`src/rtl/ddr5_read_counters.sv`:
```
// Read-path DQS timing controller: sequences preamble, data burst, interamble
// and postamble for each accepted read command and decodes the phase strobes.
module ddr5_read_counters (
    input  logic       i_clk,
    input  logic       i_rst,
    input  logic       i_rd_cmd,
    input  logic [2:0] i_precycle,
    input  logic [1:0] i_postcycle,
    input  logic [1:0] i_burstlength,
    output logic       o_dqs_gate,
    output logic       o_preamble_valid,
    output logic       o_rddata_valid,
    output logic [2:0] o_beat_idx,
    output logic       o_burst_done,
    output logic       o_interamble,
    output logic       o_postamble_done,
    output logic       o_busy,
    output logic       o_cmd_err
);

    typedef enum logic [2:0] {
        S_IDLE,
        S_PRE,
        S_DATA,
        S_INTER,
        S_POST
    } state_t;

    state_t     state_q, state_d;
    logic [2:0] cnt_q, cnt_d;
    logic [2:0] cur_last_q, cur_last_d;
    logic [1:0] cur_post_q, cur_post_d;
    logic       pend_q, pend_d;
    logic [2:0] pend_last_q, pend_last_d;
    logic [1:0] pend_post_q, pend_post_d;
    logic [2:0] pend_g_q, pend_g_d;
    logic       err_q, err_d;

    logic       cmd_q;
    logic [2:0] cmd_p_q;
    logic [1:0] cmd_post_q;
    logic [2:0] cmd_last_q;

    logic [2:0] p_clamp;
    logic [2:0] last_in;
    logic [2:0] need;
    logic [2:0] g_new;
    logic [2:0] g_sel;
    logic       fits;
    logic       acc;

    assign p_clamp = (i_precycle == 3'd0) ? 3'd1 :
                     (i_precycle > 3'd4)  ? 3'd4 : i_precycle;
    assign last_in = (i_burstlength == 2'b01) ? 3'd3 : 3'd7;

    // The command is registered first; the FSM acts on it one edge later,
    // which is what places the first DATA cycle at T+P+1.
    always_ff @(posedge i_clk or negedge i_rst) begin
        if (!i_rst) begin
            cmd_q      <= 1'b0;
            cmd_p_q    <= '0;
            cmd_post_q <= '0;
            cmd_last_q <= '0;
        end else begin
            cmd_q <= i_rd_cmd;
            if (i_rd_cmd) begin
                cmd_p_q    <= p_clamp;
                cmd_post_q <= i_postcycle;
                cmd_last_q <= last_in;
            end
        end
    end

    always_ff @(posedge i_clk or negedge i_rst) begin
        if (!i_rst) begin
            state_q     <= S_IDLE;
            cnt_q       <= '0;
            cur_last_q  <= '0;
            cur_post_q  <= '0;
            pend_q      <= 1'b0;
            pend_last_q <= '0;
            pend_post_q <= '0;
            pend_g_q    <= '0;
            err_q       <= 1'b0;
        end else begin
            state_q     <= state_d;
            cnt_q       <= cnt_d;
            cur_last_q  <= cur_last_d;
            cur_post_q  <= cur_post_d;
            pend_q      <= pend_d;
            pend_last_q <= pend_last_d;
            pend_post_q <= pend_post_d;
            pend_g_q    <= pend_g_d;
            err_q       <= err_d;
        end
    end

    always_comb begin
        state_d     = state_q;
        cnt_d       = cnt_q;
        cur_last_d  = cur_last_q;
        cur_post_d  = cur_post_q;
        pend_d      = pend_q;
        pend_last_d = pend_last_q;
        pend_post_d = pend_post_q;
        pend_g_d    = pend_g_q;
        err_d       = 1'b0;
        acc         = 1'b0;
        g_sel       = '0;

        // Gap between end of the current burst and the new burst's first beat.
        need  = cur_last_q - cnt_q;
        fits  = (cmd_p_q >= need);
        g_new = cmd_p_q - need;

        if (cmd_q) begin
            unique case (state_q)
                S_IDLE, S_POST: acc = 1'b1;
                S_DATA: begin
                    if (!pend_q && fits) acc = 1'b1;
                    else                 err_d = 1'b1;
                end
                default: err_d = 1'b1;
            endcase
        end

        unique case (state_q)
            S_IDLE: begin
                if (acc) begin
                    state_d    = S_PRE;
                    cnt_d      = cmd_p_q - 3'd1;
                    cur_last_d = cmd_last_q;
                    cur_post_d = cmd_post_q;
                end
            end
            S_PRE: begin
                if (cnt_q == 3'd0) begin
                    state_d = S_DATA;
                    cnt_d   = '0;
                end else begin
                    cnt_d = cnt_q - 3'd1;
                end
            end
            S_DATA: begin
                if (cnt_q == cur_last_q) begin
                    if (pend_q || acc) begin
                        g_sel      = pend_q ? pend_g_q    : g_new;
                        cur_last_d = pend_q ? pend_last_q : cmd_last_q;
                        cur_post_d = pend_q ? pend_post_q : cmd_post_q;
                        pend_d     = 1'b0;
                        if (g_sel == 3'd0) begin
                            state_d = S_DATA;
                            cnt_d   = '0;
                        end else begin
                            state_d = S_INTER;
                            cnt_d   = g_sel - 3'd1;
                        end
                    end else if (cur_post_q != 2'd0) begin
                        state_d = S_POST;
                        cnt_d   = '0;
                    end else begin
                        state_d = S_IDLE;
                        cnt_d   = '0;
                    end
                end else begin
                    cnt_d = cnt_q + 3'd1;
                    if (acc) begin
                        pend_d      = 1'b1;
                        pend_g_d    = g_new;
                        pend_last_d = cmd_last_q;
                        pend_post_d = cmd_post_q;
                    end
                end
            end
            S_INTER: begin
                if (cnt_q == 3'd0) begin
                    state_d = S_DATA;
                    cnt_d   = '0;
                end else begin
                    cnt_d = cnt_q - 3'd1;
                end
            end
            S_POST: begin
                if (acc) begin
                    state_d    = S_PRE;
                    cnt_d      = cmd_p_q - 3'd1;
                    cur_last_d = cmd_last_q;
                    cur_post_d = cmd_post_q;
                end else if (cnt_q == {1'b0, cur_post_q - 2'd1}) begin
                    state_d = S_IDLE;
                    cnt_d   = '0;
                end else begin
                    cnt_d = cnt_q + 3'd1;
                end
            end
            default: begin
                state_d = S_IDLE;
                cnt_d   = '0;
            end
        endcase
    end

    assign o_dqs_gate       = (state_q != S_IDLE);
    assign o_preamble_valid = (state_q == S_PRE);
    assign o_rddata_valid   = (state_q == S_DATA);
    assign o_beat_idx       = (state_q == S_DATA) ? cnt_q : 3'd0;
    assign o_burst_done     = (state_q == S_DATA) && (cnt_q == cur_last_q);
    assign o_interamble     = (state_q == S_INTER);
    assign o_postamble_done = (state_q == S_POST) && (cnt_q == {1'b0, cur_post_q - 2'd1});
    assign o_busy           = (state_q != S_IDLE) || cmd_q || pend_q;
    assign o_cmd_err        = err_q;

endmodule

```
`config.mk`:
```
export PLATFORM = sky130hd
export DESIGN_NAME = ddr5_read_counters
export DESIGN_NICKNAME = d
export VERILOG_FILES = /design/src/rtl/ddr5_read_counters.sv
export SDC_FILE = /design/constraint.sdc
export NUM_CORES = 1
export LEC_CHECK = 0
export BUFFER_PORTS_ARGS = -buffer_cell sky130_fd_sc_hd__buf_2
export CORE_MARGIN = 2
export CORE_UTILIZATION = 62
export CTS_BUF_LIST = sky130_fd_sc_hd__clkbuf_16
export CTS_CLUSTER_DIAMETER = 120
export DETAILED_ROUTE_END_ITERATION = 8
export HOLD_SLACK_MARGIN = 0.12
export PLACE_DENSITY = 0.86
export SETUP_SLACK_MARGIN = 0.05
export SLEW_MARGIN = 25
export SYNTH_ARGS = -nofsm -noshare
export SYNTH_HDL_FRONTEND = slang
export SYNTH_SLANG_ARGS = --single-unit
export TNS_END_PERCENT = 50
```
`constraint.sdc`:
```
create_clock -name i_clk -period 4 [get_ports i_clk]
set_clock_uncertainty 0.05 [all_clocks]
set_input_delay 0.4 -clock i_clk [delete_from_list [all_inputs] [get_ports i_clk]]
set_output_delay 0.4 -clock i_clk [all_outputs]
set_load 0.1 [all_outputs]
```
==> metrics.yaml <==
outcome:
  status: "complete, no violations"
worst_hold_path:
  whs_endpoint: "cmd_last_q[2]$_DFFE_PN0P_"
  min-delay-start: "i_burstlength[0]"
  whs_path_depth: 2
  hold_class: "in -> reg"
timing:
  fin_tns_setup_ns: 0
  period_minus_slack_ns: 3.082
  slew_headroom_pct: 60.15
  setup_viol: 0
  fmax_mhz: 324.4
  fin_crit_sh_pct: 77.06
  drv_slew: 0
  rsz0062_at_grt: "no"
  hold_violations: 0
  tightest_slew_ns: 0.5977
routing:
  via_count: 1483
  first_pass_iters: 4
  wire_per_inst_um: 17.78
  drcViolationCount: 0
  ant_nets: 0
  wl_um: 4143
  via_per_inst: 6.365
  drtIter0Drc: 107
clocking:
  numCtsBuffers: 3
  postCtsSetupRepairBufs: 0
  cts.clk_slew.worst_paths_ns: 0.07
  cts_root_buffer: "clkbuf_16"
  ctsResizeCount: 0
  clock-sinks: 27
  cts_tree: "built"
  clock_latency_ns: 0.26
  clockBufferDepth: 2
  cts_max_level: 1
  cts_hold_buffers: 1
yosys:
  synthTopCellsByArea: "dfrtp_1 37%, ha_1 7.6%, mux2i_1 5.0%"
  synth_nets: 207
  syn_avg_cell_area_um2: 9.799
  syn_area_um2: 1803
  synth_warnings: 0
  synthCells: 184
  ys_async_sr_fraction_pct: 100.0
  synth_edf_count: 0
  yosysTopAreaCellShare_pct: 37.47
  ys_types: 49
  ys_ff_latch: 27
  synth_largest_area_cell: "dfrtp_1"
  synth_ff_type: "dfrtp_1"
  seq_area_frac_synth_pct: 37.47
global_routing:
  first_global_vias: 1482
  grt_max_degree: 28
  grt_pass1_wl_um: 6989
  antenna_found_initial: 0
  grt_use_total_pct: 27.66
  overflow: 0
finish:
  drive_above_1_share_pct: 20.30
  seqCellArea_um2: 675.6
  nets: 226
  area_growth_pct: 10.96
  num-fill-cells: 195
  layout.cells.non_filler: 233
  n_antenna_cell: 0
  multiInputGateArea_um2: 1030
  final_common_cell: "dfrtp_1"
  final_cell_mix: "27 x dfrtp_1, 20 x buf_2, 18 x inv_1, 13 x nor2_1, 12 x nand2_1"
placed_design:
  hpwl_um: 3123
  gp_congestion: 0.9841
  portBuffers: 20
  dp_cells: 228
setup_path:
  critical_path_arrival_ns: 3.18
  start_kind: "flip-flop"
  cp-end-kind: "flip-flop"
  rr_endpoint: "pend_post_q[0]$_DFFE_PN0P_"
  path_cells: "ha_1 > inv_1 > fa_1 > xnor2_1 > ha_1 > nand2_1 > o21ai_0 > nand2b_1 > a21oi_4 > mux2_4"
  cpMaxStageDelayCell: "dfrtp_1"
  cp_data_required_time_ns: 4.10
  rrSetupSlack_ns: 0.92
  slowest_delay_ns: 0.47
  cp_common_cell: "ha_1"
  r2r_start: "cnt_q[0]$_DFFE_PN0P_"
  r2r_cells: 10
  cp_max_fo: 7
  path_class: "reg -> reg"
flow_run:
  maxCapViolations: 0
die:
  start_util_pct: 65.38
  fp.dieArea_um2: 3355
  ioPinCount: 21
  die_h_um: 57.93
  fp-row-count: 19
  die_w_um: 57.93
  coreArea_um2: 2758
==> worst max-delay path by stage <==
| stage | start | end | slack [ns] | depth (start not counted) |
|---|---|---|---|---|
| detailed placement | cnt_q[0]$_DFFE_PN0P_ | pend_post_q[0]$_DFFE_PN0P_ | 0.96 | 10 |
| finish | cnt_q[0]$_DFFE_PN0P_ | pend_post_q[0]$_DFFE_PN0P_ | 0.92 | 10 |
| global placement | cur_last_q[1]$_DFFE_PN0P_ | pend_post_q[0]$_DFFE_PN0P_ | 1.12 | 11 |
| global route | cnt_q[0]$_DFFE_PN0P_ | pend_post_q[1]$_DFFE_PN0P_ | 0.69 | 10 |
| CTS | cnt_q[0]$_DFFE_PN0P_ | pend_post_q[0]$_DFFE_PN0P_ | 0.94 | 10 |
| floorplan | cur_post_q[0]$_DFFE_PN0P_ | o_postamble_done | 1.01 | 4 |
==> cells by family after synthesis <==
logic type | after synthesis | share of synthesized area [%]
buf+inv | 25 | 5.759
compound gates | 40 | 15.89
mux | 20 | 12.91
xor+xnor | 7 | 3.400
simple gates | 52 | 14.71
fa+ha+maj | 13 | 9.854
flops | 27 | 37.47
==> layer usage <==
metal / vias up / routed length (um) / track usage, %
li1: 678 / - / -
met1: 700 / 1675 / 35.37
met2: 88 / 2028 / 47.08
met3: 17 / 329 / 4.464
met4: 0 / 110 / 10.63
met5: - / 0 / 0
==> final cells by class <==
type / count / area share (%)
Sequential cell: 27 / 33.77
Tap cell: 31 / 1.939
Timing Repair Buffer: 21 / 5.503
Clock buffer: 3 / 3.752
Inverter: 18 / 3.377
Clock inverter: 1 / 0.1876
Multi-Input combinational cell: 132 / 51.47
==> sequential cells by signal, summed over array words and instances (netlist names) <==
signal	flops
o_cmd_err	1
pend_g_q	3
cmd_post_q	2
cmd_last_q	2
cmd_p_q	3
pend_last_q	2
pend_q	1
cmd_q	1
cur_last_q	2
cur_post_q	2
state_q	3
pend_post_q	2
cnt_q	3
==> cells in the mapped netlist, types with 2 or more instances <==
library cell / n
buf_2: 2
clkbuf_1: 4
o221ai_1: 2
dfrtp_1: 27
xnor2_1: 6
ha_1: 11
o21ai_1: 2
mux2i_1: 9
mux2_2: 5
nor2b_1: 3
fa_1: 2
mux2_4: 5
nand2b_1: 4
a31oi_1: 2
nor2_1: 13
inv_1: 17
or3_1: 3
o211ai_1: 3
o21ai_0: 9
a21oi_1: 9
nand2_1: 12
o311a_1: 2
or2_1: 3
nor3_1: 4
==> critical path, delay by kind of cell (launching register included) <==
kind	cells	cell delay [ns]
xor gates and xnor gates	1	0.16
and+or+nand+nor	2	0.24
muxes	1	0.34
buffers and inverters	1	0.05
adders and majority gates	3	0.94
DFF	1	0.47
AOI/OAI and AO/OA	2	0.70
==> stage by stage <==
step | setup WS [ns] | util, % | hold slack (ns) | cell area [um^2]
2_1_floorplan | 1.014 | - | 0.05441 | 1809
3_3_place_gp | 1.125 | 69.33 | 0.3758 | 1912
5_1_grt | 0.6890 | 72.55 | 0.2855 | 2001
4_1_cts | 0.9434 | 72.55 | 0.2793 | 2001
3_5_place_dp | 0.9598 | 69.33 | 0.3865 | 1912
6_report | 0.9176 | 72.55 | 0.2725 | 2001
Power is left out: the tool's default activity adds up to more than one toggle a clock period on the data nets, which glitch-free logic cannot reach.
